===== src/rtl/sram_arb_pkg.sv =====
// Shared types and constants for the two-master AHB-Lite SRAM arbiter.
// SRAM_AW is the address width carried in a captured request.
package sram_arb_pkg;

  localparam int SRAM_AW = 16;

  localparam logic [1:0] TRN_IDLE   = 2'b00;
  localparam logic [1:0] TRN_BUSY   = 2'b01;
  localparam logic [1:0] TRN_NONSEQ = 2'b10;
  localparam logic [1:0] TRN_SEQ    = 2'b11;

  typedef enum logic [1:0] {
    OWN_NONE = 2'd0,
    OWN_M0   = 2'd1,
    OWN_M1   = 2'd2
  } owner_t;

  typedef enum logic [1:0] {
    ST_IDLE = 2'd0,
    ST_PEND = 2'd1,
    ST_DATA = 2'd2
  } mst_state_t;

  typedef struct packed {
    logic [SRAM_AW-1:0] addr;
    logic [2:0]         size;
    logic               write;
  } req_t;

endpackage


===== src/rtl/sram_arb_req_stage.sv =====
// Per-master address-phase capture register and IDLE/PEND/DATA state machine.
module sram_arb_req_stage
  import sram_arb_pkg::*;
#(
  parameter int AW = SRAM_AW
) (
  input  logic          clk,
  input  logic          rst,
  input  logic          hsel_i,
  input  logic          hready_i,
  input  logic [1:0]    htrans_i,
  input  logic [2:0]    hsize_i,
  input  logic          hwrite_i,
  input  logic [AW-1:0] haddr_i,
  input  logic          slv_rdy_i,
  input  logic          grant_i,
  output mst_state_t    state_o,
  output req_t          req_o
);

  mst_state_t state_q, state_d;
  req_t       req_q, req_d;
  logic       capture;
  logic       can_capture;

  assign capture = hsel_i & hready_i &
                   ((htrans_i == TRN_NONSEQ) | (htrans_i == TRN_SEQ));

  // An owner finishing its data phase may accept its next address phase.
  assign can_capture = (state_q == ST_IDLE) | ((state_q == ST_DATA) & slv_rdy_i);

  always_comb begin
    state_d = state_q;
    req_d   = req_q;
    case (state_q)
      ST_IDLE: if (capture) state_d = ST_PEND;
      ST_PEND: if (slv_rdy_i && grant_i) state_d = ST_DATA;
      ST_DATA: if (slv_rdy_i) state_d = capture ? ST_PEND : ST_IDLE;
      default: state_d = ST_IDLE;
    endcase
    if (capture && can_capture) begin
      req_d.addr  = SRAM_AW'(haddr_i);
      req_d.size  = hsize_i;
      req_d.write = hwrite_i;
    end
  end

  always_ff @(posedge clk or posedge rst) begin
    if (rst) begin
      state_q <= ST_IDLE;
      req_q   <= '0;
    end else begin
      state_q <= state_d;
      req_q   <= req_d;
    end
  end

  assign state_o = state_q;
  assign req_o   = req_q;

endmodule


===== src/rtl/ahb_sram_arbiter.sv =====
// Two-master AHB-Lite arbiter in front of a single-port SRAM slave.
// Define SRAM_ARB_RR_EN for round-robin tie-breaking; default is fixed M0 priority.
module ahb_sram_arbiter
  import sram_arb_pkg::*;
#(
  parameter int AW = SRAM_AW
) (
  input  logic          HCLK,
  input  logic          HRESET,
  input  logic          M0_HSEL,
  input  logic          M0_HREADY,
  input  logic [1:0]    M0_HTRANS,
  input  logic [2:0]    M0_HSIZE,
  input  logic          M0_HWRITE,
  input  logic [AW-1:0] M0_HADDR,
  input  logic [31:0]   M0_HWDATA,
  output logic          M0_HREADYOUT,
  output logic          M0_HRESP,
  output logic [31:0]   M0_HRDATA,
  input  logic          M1_HSEL,
  input  logic          M1_HREADY,
  input  logic [1:0]    M1_HTRANS,
  input  logic [2:0]    M1_HSIZE,
  input  logic          M1_HWRITE,
  input  logic [AW-1:0] M1_HADDR,
  input  logic [31:0]   M1_HWDATA,
  output logic          M1_HREADYOUT,
  output logic          M1_HRESP,
  output logic [31:0]   M1_HRDATA,
  output logic          S_HSEL,
  output logic [1:0]    S_HTRANS,
  output logic [2:0]    S_HSIZE,
  output logic          S_HWRITE,
  output logic [AW-1:0] S_HADDR,
  output logic          S_HREADY,
  output logic [31:0]   S_HWDATA,
  input  logic          S_HREADYOUT,
  input  logic          S_HRESP,
  input  logic [31:0]   S_HRDATA
);

  logic          m_hsel   [2];
  logic          m_hready [2];
  logic [1:0]    m_htrans [2];
  logic [2:0]    m_hsize  [2];
  logic          m_hwrite [2];
  logic [AW-1:0] m_haddr  [2];
  mst_state_t    st       [2];
  req_t          req      [2];
  logic [1:0]    pend;
  logic [1:0]    own;
  logic [1:0]    gnt_vec;
  logic [1:0]    hrdyout;

  owner_t owner_q, owner_d;
  owner_t gnt;
  logic   slv_rdy;
  logic   tie_m1;
  req_t   req_sel;

  assign m_hsel[0]   = M0_HSEL;
  assign m_hready[0] = M0_HREADY;
  assign m_htrans[0] = M0_HTRANS;
  assign m_hsize[0]  = M0_HSIZE;
  assign m_hwrite[0] = M0_HWRITE;
  assign m_haddr[0]  = M0_HADDR;
  assign m_hsel[1]   = M1_HSEL;
  assign m_hready[1] = M1_HREADY;
  assign m_htrans[1] = M1_HTRANS;
  assign m_hsize[1]  = M1_HSIZE;
  assign m_hwrite[1] = M1_HWRITE;
  assign m_haddr[1]  = M1_HADDR;

  assign slv_rdy    = (owner_q == OWN_NONE) | S_HREADYOUT;
  assign gnt_vec[0] = (gnt == OWN_M0);
  assign gnt_vec[1] = (gnt == OWN_M1);

  genvar gi;
  generate
    for (gi = 0; gi < 2; gi++) begin : g_mst
      sram_arb_req_stage #(.AW(AW)) u_req (
        .clk       (HCLK),
        .rst       (HRESET),
        .hsel_i    (m_hsel[gi]),
        .hready_i  (m_hready[gi]),
        .htrans_i  (m_htrans[gi]),
        .hsize_i   (m_hsize[gi]),
        .hwrite_i  (m_hwrite[gi]),
        .haddr_i   (m_haddr[gi]),
        .slv_rdy_i (slv_rdy),
        .grant_i   (gnt_vec[gi]),
        .state_o   (st[gi]),
        .req_o     (req[gi])
      );
      assign pend[gi]    = (st[gi] == ST_PEND);
      assign own[gi]     = (owner_q == ((gi == 0) ? OWN_M0 : OWN_M1));
      assign hrdyout[gi] = (st[gi] == ST_PEND) ? 1'b0 :
                           (st[gi] == ST_DATA) ? S_HREADYOUT : 1'b1;
    end
  endgenerate

`ifdef SRAM_ARB_RR_EN
  // last_grant_q: 1 = M1 was granted most recently.
  logic last_grant_q;

  assign tie_m1 = ~last_grant_q;

  always_ff @(posedge HCLK or posedge HRESET) begin
    if (HRESET) begin
      last_grant_q <= 1'b1;
    end else if (gnt == OWN_M0) begin
      last_grant_q <= 1'b0;
    end else if (gnt == OWN_M1) begin
      last_grant_q <= 1'b1;
    end
  end
`else
  assign tie_m1 = 1'b0;
`endif

  always_comb begin
    gnt = OWN_NONE;
    if (slv_rdy) begin
      if (pend[0] && pend[1]) gnt = tie_m1 ? OWN_M1 : OWN_M0;
      else if (pend[0])       gnt = OWN_M0;
      else if (pend[1])       gnt = OWN_M1;
    end
  end

  assign owner_d = slv_rdy ? gnt : owner_q;

  always_ff @(posedge HCLK or posedge HRESET) begin
    if (HRESET) begin
      owner_q <= OWN_NONE;
    end else begin
      owner_q <= owner_d;
    end
  end

  assign req_sel  = gnt_vec[1] ? req[1] : req[0];
  assign S_HSEL   = (gnt != OWN_NONE);
  assign S_HTRANS = S_HSEL ? TRN_NONSEQ : TRN_IDLE;
  assign S_HADDR  = S_HSEL ? AW'(req_sel.addr) : '0;
  assign S_HSIZE  = S_HSEL ? req_sel.size : 3'd0;
  assign S_HWRITE = S_HSEL & req_sel.write;
  assign S_HREADY = slv_rdy;

  always_comb begin
    case (owner_q)
      OWN_M0:  S_HWDATA = M0_HWDATA;
      OWN_M1:  S_HWDATA = M1_HWDATA;
      default: S_HWDATA = 32'h0;
    endcase
  end

  assign M0_HREADYOUT = hrdyout[0];
  assign M1_HREADYOUT = hrdyout[1];
  assign M0_HRESP     = own[0] & S_HRESP;
  assign M1_HRESP     = own[1] & S_HRESP;
  assign M0_HRDATA    = own[0] ? S_HRDATA : 32'h0;
  assign M1_HRDATA    = own[1] ? S_HRDATA : 32'h0;

endmodule


===== config.mk =====
export PLATFORM = sky130hd
export DESIGN_NAME = ahb_sram_arbiter
export DESIGN_NICKNAME = d
export VERILOG_FILES = /design/src/rtl/sram_arb_pkg.sv /design/src/rtl/sram_arb_req_stage.sv /design/src/rtl/ahb_sram_arbiter.sv
export SDC_FILE = /design/constraint.sdc
export NUM_CORES = 1
export LEC_CHECK = 0
export CAP_MARGIN = 20
export CORE_MARGIN = 4
export CORE_UTILIZATION = 32
export CTS_BUF_LIST = sky130_fd_sc_hd__clkbuf_4 sky130_fd_sc_hd__clkbuf_8 sky130_fd_sc_hd__clkbuf_16
export DETAILED_ROUTE_END_ITERATION = 6
export GPL_TIMING_DRIVEN = 1
export MAX_ROUTING_LAYER = met4
export PLACE_DENSITY = 0.88
export SETUP_SLACK_MARGIN = 0.2
export SLEW_MARGIN = 20
export SYNTH_ARGS = -nofsm -noshare
export SYNTH_HDL_FRONTEND = slang
export SYNTH_SLANG_ARGS = --single-unit

===== constraint.sdc =====
create_clock -name HCLK -period 2.32 [get_ports HCLK]
set_input_delay 0.232 -clock HCLK [delete_from_list [all_inputs] [get_ports HCLK]]
set_output_delay 0.232 -clock HCLK [all_outputs]
set_load 0.02 [all_outputs]

; Word-level counts from Yosys, hierarchy flattened
; Cells that the tools add are included.
; W data, S select, Z words.
[op_classes]
order_cmp = 0
bitwise = 14
n_eq_ne = 18
n_addsub = 0
div = 0
shift = 0
n_mux = 25
reduce_logical = 11
multipliers = 0
[ops]
columns = op, n
row1 = $mux W32, 2
row2 = $pmux W32 S2, 1
row3 = $mux W2, 11
row4 = $mux W20, 1
row5 = $eq A2 B2 Y1 const B, 8
row6 = $mux W16, 1
row7 = $ne A2 B1 Y1 const B, 6
row8 = $pmux W2 S3, 2
row9 = $and A1 B1 Y1, 9
row10 = $eq A2 B1 Y1 const B, 4
row11 = $logic_not A2 Y1, 3
row12 = $mux W1, 6
row13 = $reduce_and A3 Y1, 2
row14 = $logic_and A1 B1 Y1, 5
row15 = $or A1 B1 Y1, 5
row16 = $mux W3, 1
row17 = $reduce_bool A2 Y1, 1
[totals]
word_cells = 77
latchBits = 0
romBits = 0
reg_bits = 46
memories = 0
ram_bits = 0
input_bits = 148
output_inout_bits = 124

; Depth between registers and ports, before layout
[logic_depth]
depth_word = 9
ltp_mapped = 8
ltp_nobuf = 6

; Hierarchy
; Synthesis repeated with hierarchy kept, for this count alone.
[unflattened]
cells_unflattened = 300
hier_area_um2 = 3104.2
[modules_own_cells]
columns = module, seq_area_each_um2, instances, cells_per_inst, area_per_inst_um2
row1 = sram_arb_req_stage, 550.5, 2, 53, 880.8
row2 = ahb_sram_arbiter, 50.0, 1, 194, 1342.5

; Worst setup path before layout
; No wires, ideal clock.
[synth_path]
path_type = register -> output
startpoint = register owner_q[0]
endpoint = output S_HTRANS[1]
arrival_time_ps = 1693
setup_slack_ps = 395
n_path_buf = 2
stages_incl_launch_ff = 9
t_required_ps = 2088
cell_sequence = dfrtp_1 > inv_1 > ha_1 > nor2_8 > inv_4 > and2_4 > buf_6 > or2_2 > buf_4
[synth_via]
elab_chain_cells = 5
[synth_lines]
columns = element, line
row1 = from (decl), ahb_sram_arbiter.sv:55  ; owner_t owner_q, owner_d;
row2 = from (signal assigned), ahb_sram_arbiter.sv:136  ; owner_q <= owner_d;
row3 = $logic_not A2 Y1, ahb_sram_arbiter.sv:74  ; assign slv_rdy = (owner_q == OWN_NONE) | S_HREADYOUT;
row4 = $or A1 B1 Y1, ahb_sram_arbiter.sv:74
row5 = net S_HREADY, ahb_sram_arbiter.sv:35  ; output logic S_HREADY,
row6 = $mux W2, ahb_sram_arbiter.sv:123  ; if (slv_rdy) begin
row7 = $reduce_bool A2 Y1, ahb_sram_arbiter.sv:141  ; assign S_HSEL = (gnt != OWN_NONE);
row8 = net S_HSEL, ahb_sram_arbiter.sv:30  ; output logic S_HSEL,
row9 = $mux W2, ahb_sram_arbiter.sv:142  ; assign S_HTRANS = S_HSEL ? TRN_NONSEQ : TRN_IDLE;
row10 = to (decl), ahb_sram_arbiter.sv:31  ; output logic [1:0] S_HTRANS,
; The timed path passes the listed nets, and every way through them passes these cells.

; Final worst setup path
[layout_path]
startpoint = register owner_q[0]
endpoint = output S_HADDR[3]
[layout_via]
elab_chain_cells = 6
word_cells_on_any_way = 7
classes_between = eq/ne (1) / mux (3) / bitwise (1) / reduce/logical (2)
[layout_lines]
columns = element, line
row1 = $logic_not A2 Y1 *, ahb_sram_arbiter.sv:74
row2 = $or A1 B1 Y1 *, ahb_sram_arbiter.sv:74
row3 = $mux W2 *, ahb_sram_arbiter.sv:123
row4 = $eq A2 B2 Y1, ahb_sram_arbiter.sv:76  ; assign gnt_vec[1] = (gnt == OWN_M1);
row5 = $mux W20, ahb_sram_arbiter.sv:140  ; assign req_sel = gnt_vec[1] ? req[1] : req[0];
row6 = $mux W16 *, ahb_sram_arbiter.sv:143  ; assign S_HADDR = S_HSEL ? AW'(req_sel.addr) : '0;
row7 = to (decl), ahb_sram_arbiter.sv:34  ; output logic [AW-1:0] S_HADDR,
; Every way passes the cells marked *; elsewhere a longest branch is shown, timed or not.

==> results.cfg <==
[grt]
grt_max_degree = 47
grt_pass1_vias = 3521
grt-ovfl-total = 0
grt_antenna_before_repair = 3
grt_pass1_wl_um = 20200
grt_use_total = 0.242

[setup_path]
cp_top_family = buffers and inverters
critPathRequiredTime_ns = 2.09
worst-r2r-setup-slack_ns = 0.57
critPathMaxStageDelay_ns = 0.42
worst_setup_path_start_kind = flip-flop
crit_fanout = 11
crit_arrival_ns = 1.86
worstSetupPathType = flip-flop to output port
r2r_start = owner_q[0]
cp_slowest_cell = dfrtp_1
path_cells = inv_2 > ha_4 > nor2_8 > nor3_4 > buf_6 > buf_12 > a22o_1 > clkbuf_2
cp-startpoint = owner_q[0]
critPathBufInv = 4
critPathCaptureType = output port

[sta]
final-hold-violation-count = 0
worst_slack_ns = 0.230
setup_viol = 0
fmax_ghz = 0.478
period_share = 0.901
clock_skew_ns = 0.00575
drv_slew = 0
finalCriticalPeriod_ns = 2.09
rsz0062_at_grt = yes

[cells_and_area]
area_growth_pct = 91.9
fin_nets = 718
finalNonFillerCells = 700
fillerInstances = 808
post_route_cells_drive_above_1_share = 0.273

[die]
initial_core_util = 0.330
die_y_um = 106
io_pins = 272
die_area_um2 = 11200
core_area_um2 = 9280
die_w_um = 106
row_count = 35

[yosys]
async_flop_share = 1.00
ys_seq_area_frac = 0.376
synth_ff_type = dfrtp_1
synth_enable_flop_cells = 0
ys_warn_count = 0
synthDistinctLibCells = 34
syn_inst = 297
synthesis.area_um2 = 3060
avgSynthCellArea_um2 = 10.3
synth.net_count = 448
synth-seq-cells = 46

[cts]
ctsLongestPathBuffers = 2
cts_tree = built
cts-root-buf = clkbuf_8
postCtsHoldBufs = 0
cts_buffers = 5
clkTransAtPathRegs_ns = 0.09
cts_sinks = 46
htreeDepth = 2
clock_latency_ns = 0.30

[worst_hold_path]
hold_path_class = input pin to async pin

[run]
drv_cap = 0

[pwr]
leakagePower_nw = 2.67
ir_drop_mv = 0.496
p_per_area_nw_per_um2 = 479

[route]
via_per_inst = 4.77
drtPass1Iterations = 4
drc = 0
drt_wl_total_um = 14000
drt-initial-drc-count = 113
ant_nets = 0
routed-via-count = 3336
post_drt_wl_per_cell_um = 19.9

[placed_design]
io_buffers = 268
pre_cts_ws_ns = -0.00294
gp_congestion = 0.865
hpwl_um = 11500
placed_cells = 683

[outcome]
status = finished, final reports clean
## cells in the mapped netlist (3+ instances only)
cell / count / area (µm²)
inv_1: 4 / 15.0
dfrtp_1: 46 / 1150
mux2_1: 3 / 33.8
nand2_1: 3 / 11.3
nor2b_1: 32 / 200
ha_1: 3 / 37.5
mux2_2: 35 / 394
buf_4: 5 / 37.5
a22o_1: 20 / 175
and2_1: 66 / 413
buf_6: 6 / 67.6
a22oi_1: 32 / 240
clkbuf_1: 13 / 48.8
## placed cells by master, fill, tap and decap left out, types with 2 or more instances in the layout
master and n:
ha_2 2, mux2_1 3, a21o_1 2, a21boi_0 2, a22o_1 20, buf_6 19, buf_2 3, clkbuf_8 5
clkdlybuf4s50_1 148, o21bai_1 2, dlygate4sd2_1 45, and2_1 66, clkbuf_2 45, nand4b_1 2, clkdlybuf4s15_1 3, nand2_1 3
dfrtp_1 46, inv_2 3, buf_12 6, nor2b_1 31, buf_4 19, diode_2 3, mux2_4 2, mux2_2 35
a21oi_2 2, a22oi_1 32
## final cells by class
type	count	area (µm²)	area share
antenna	3	7.51	0.00128
clock buffer	6	76.3	0.0130
clock inverter	2	37.5	0.00640
inverter	5	21.3	0.00362
multi-input combinational	218	1740	0.296
sequential	46	1150	0.196
tap	129	161	0.0275
timing repair buffer	291	2680	0.456
## routing by layer
| metal | wire, µm | global-route usage | vias up |
|---|---|---|---|
| li1 | - | - | 1570 |
| met1 | 5390 | 0.265 | 1597 |
| met2 | 7400 | 0.437 | 147 |
| met3 | 839 | 0.0496 | 22 |
| met4 | 335 | 0.0786 | 0 |
| met5 | 0 | - | - |
## path summary, 6_finish.rpt
check,endpoint,depth (start not counted)
worst max-delay path,S_HADDR[3],8
worst min-delay path,g_mst[0].u_req.req_o[14],3
worst max register to register,g_mst[1].u_req.req_o[7],7
worst min register to register,g_mst[0].u_req.req_o[15],1
max in group asynchronous,owner_q[1],3
min in group HCLK,g_mst[0].u_req.req_o[15],1
## stage by stage
stage	area [µm²]	util	setup TNS, ns	power (mW)	hold WS [ns]
final	5870	0.632	0	2.81	0.312
after global routing	5870	0.632	0	2.96	0.324
after CTS	5910	0.636	0	2.79	0.317
after detailed placement	5930	0.638	-0.00294	2.24	0.492
after global placement	5930	0.638	0	2.20	0.476
after floorplan	3060	-	0	1.61	0.367
## flip-flops by register name, indices dropped and copies added (netlist names)
name and count:
owner_q 2, g_mst.u_req.req_o 40, g_mst.u_req.state_o 4
## power breakdown
part	internal (mW)	leakage, nW	switching, mW
clock	0.333	0.0548	0.271
combinational	0.658	2.06	0.487
sequential	0.962	0.555	0.0972
total	1.95	2.67	0.855
## worst register-to-register path, cell delays in order (launching register included)
cell and delay, ns:
dfrtp_1 0.42, inv_2 0.10, ha_4 0.16, nor2_8 0.06
buf_4 0.14, a21oi_2 0.17, buf_4 0.24, mux2_2 0.36
## repair_timing
item,in CTS,in global routing
setup buffers,2,3
setup endpoints to repair,116,71
cloned,1,0
pin swaps,2,14
resized for setup,199,120
## kinds of logic after synthesis
| kind of cell | count (synthesis) | share of synthesized area |
|---|---|---|
| buffers and inverters | 33 | 0.0630 |
| AND/OR/NAND/NOR | 111 | 0.236 |
| adder cells (fa/ha/maj) | 3 | 0.0123 |
| flip-flops | 46 | 0.376 |
| other | 1 | 0.00123 |
| AO/OA/AOI/OAI | 63 | 0.162 |
| multiplexers | 40 | 0.150 |
(Power assumes the default switching activity.)
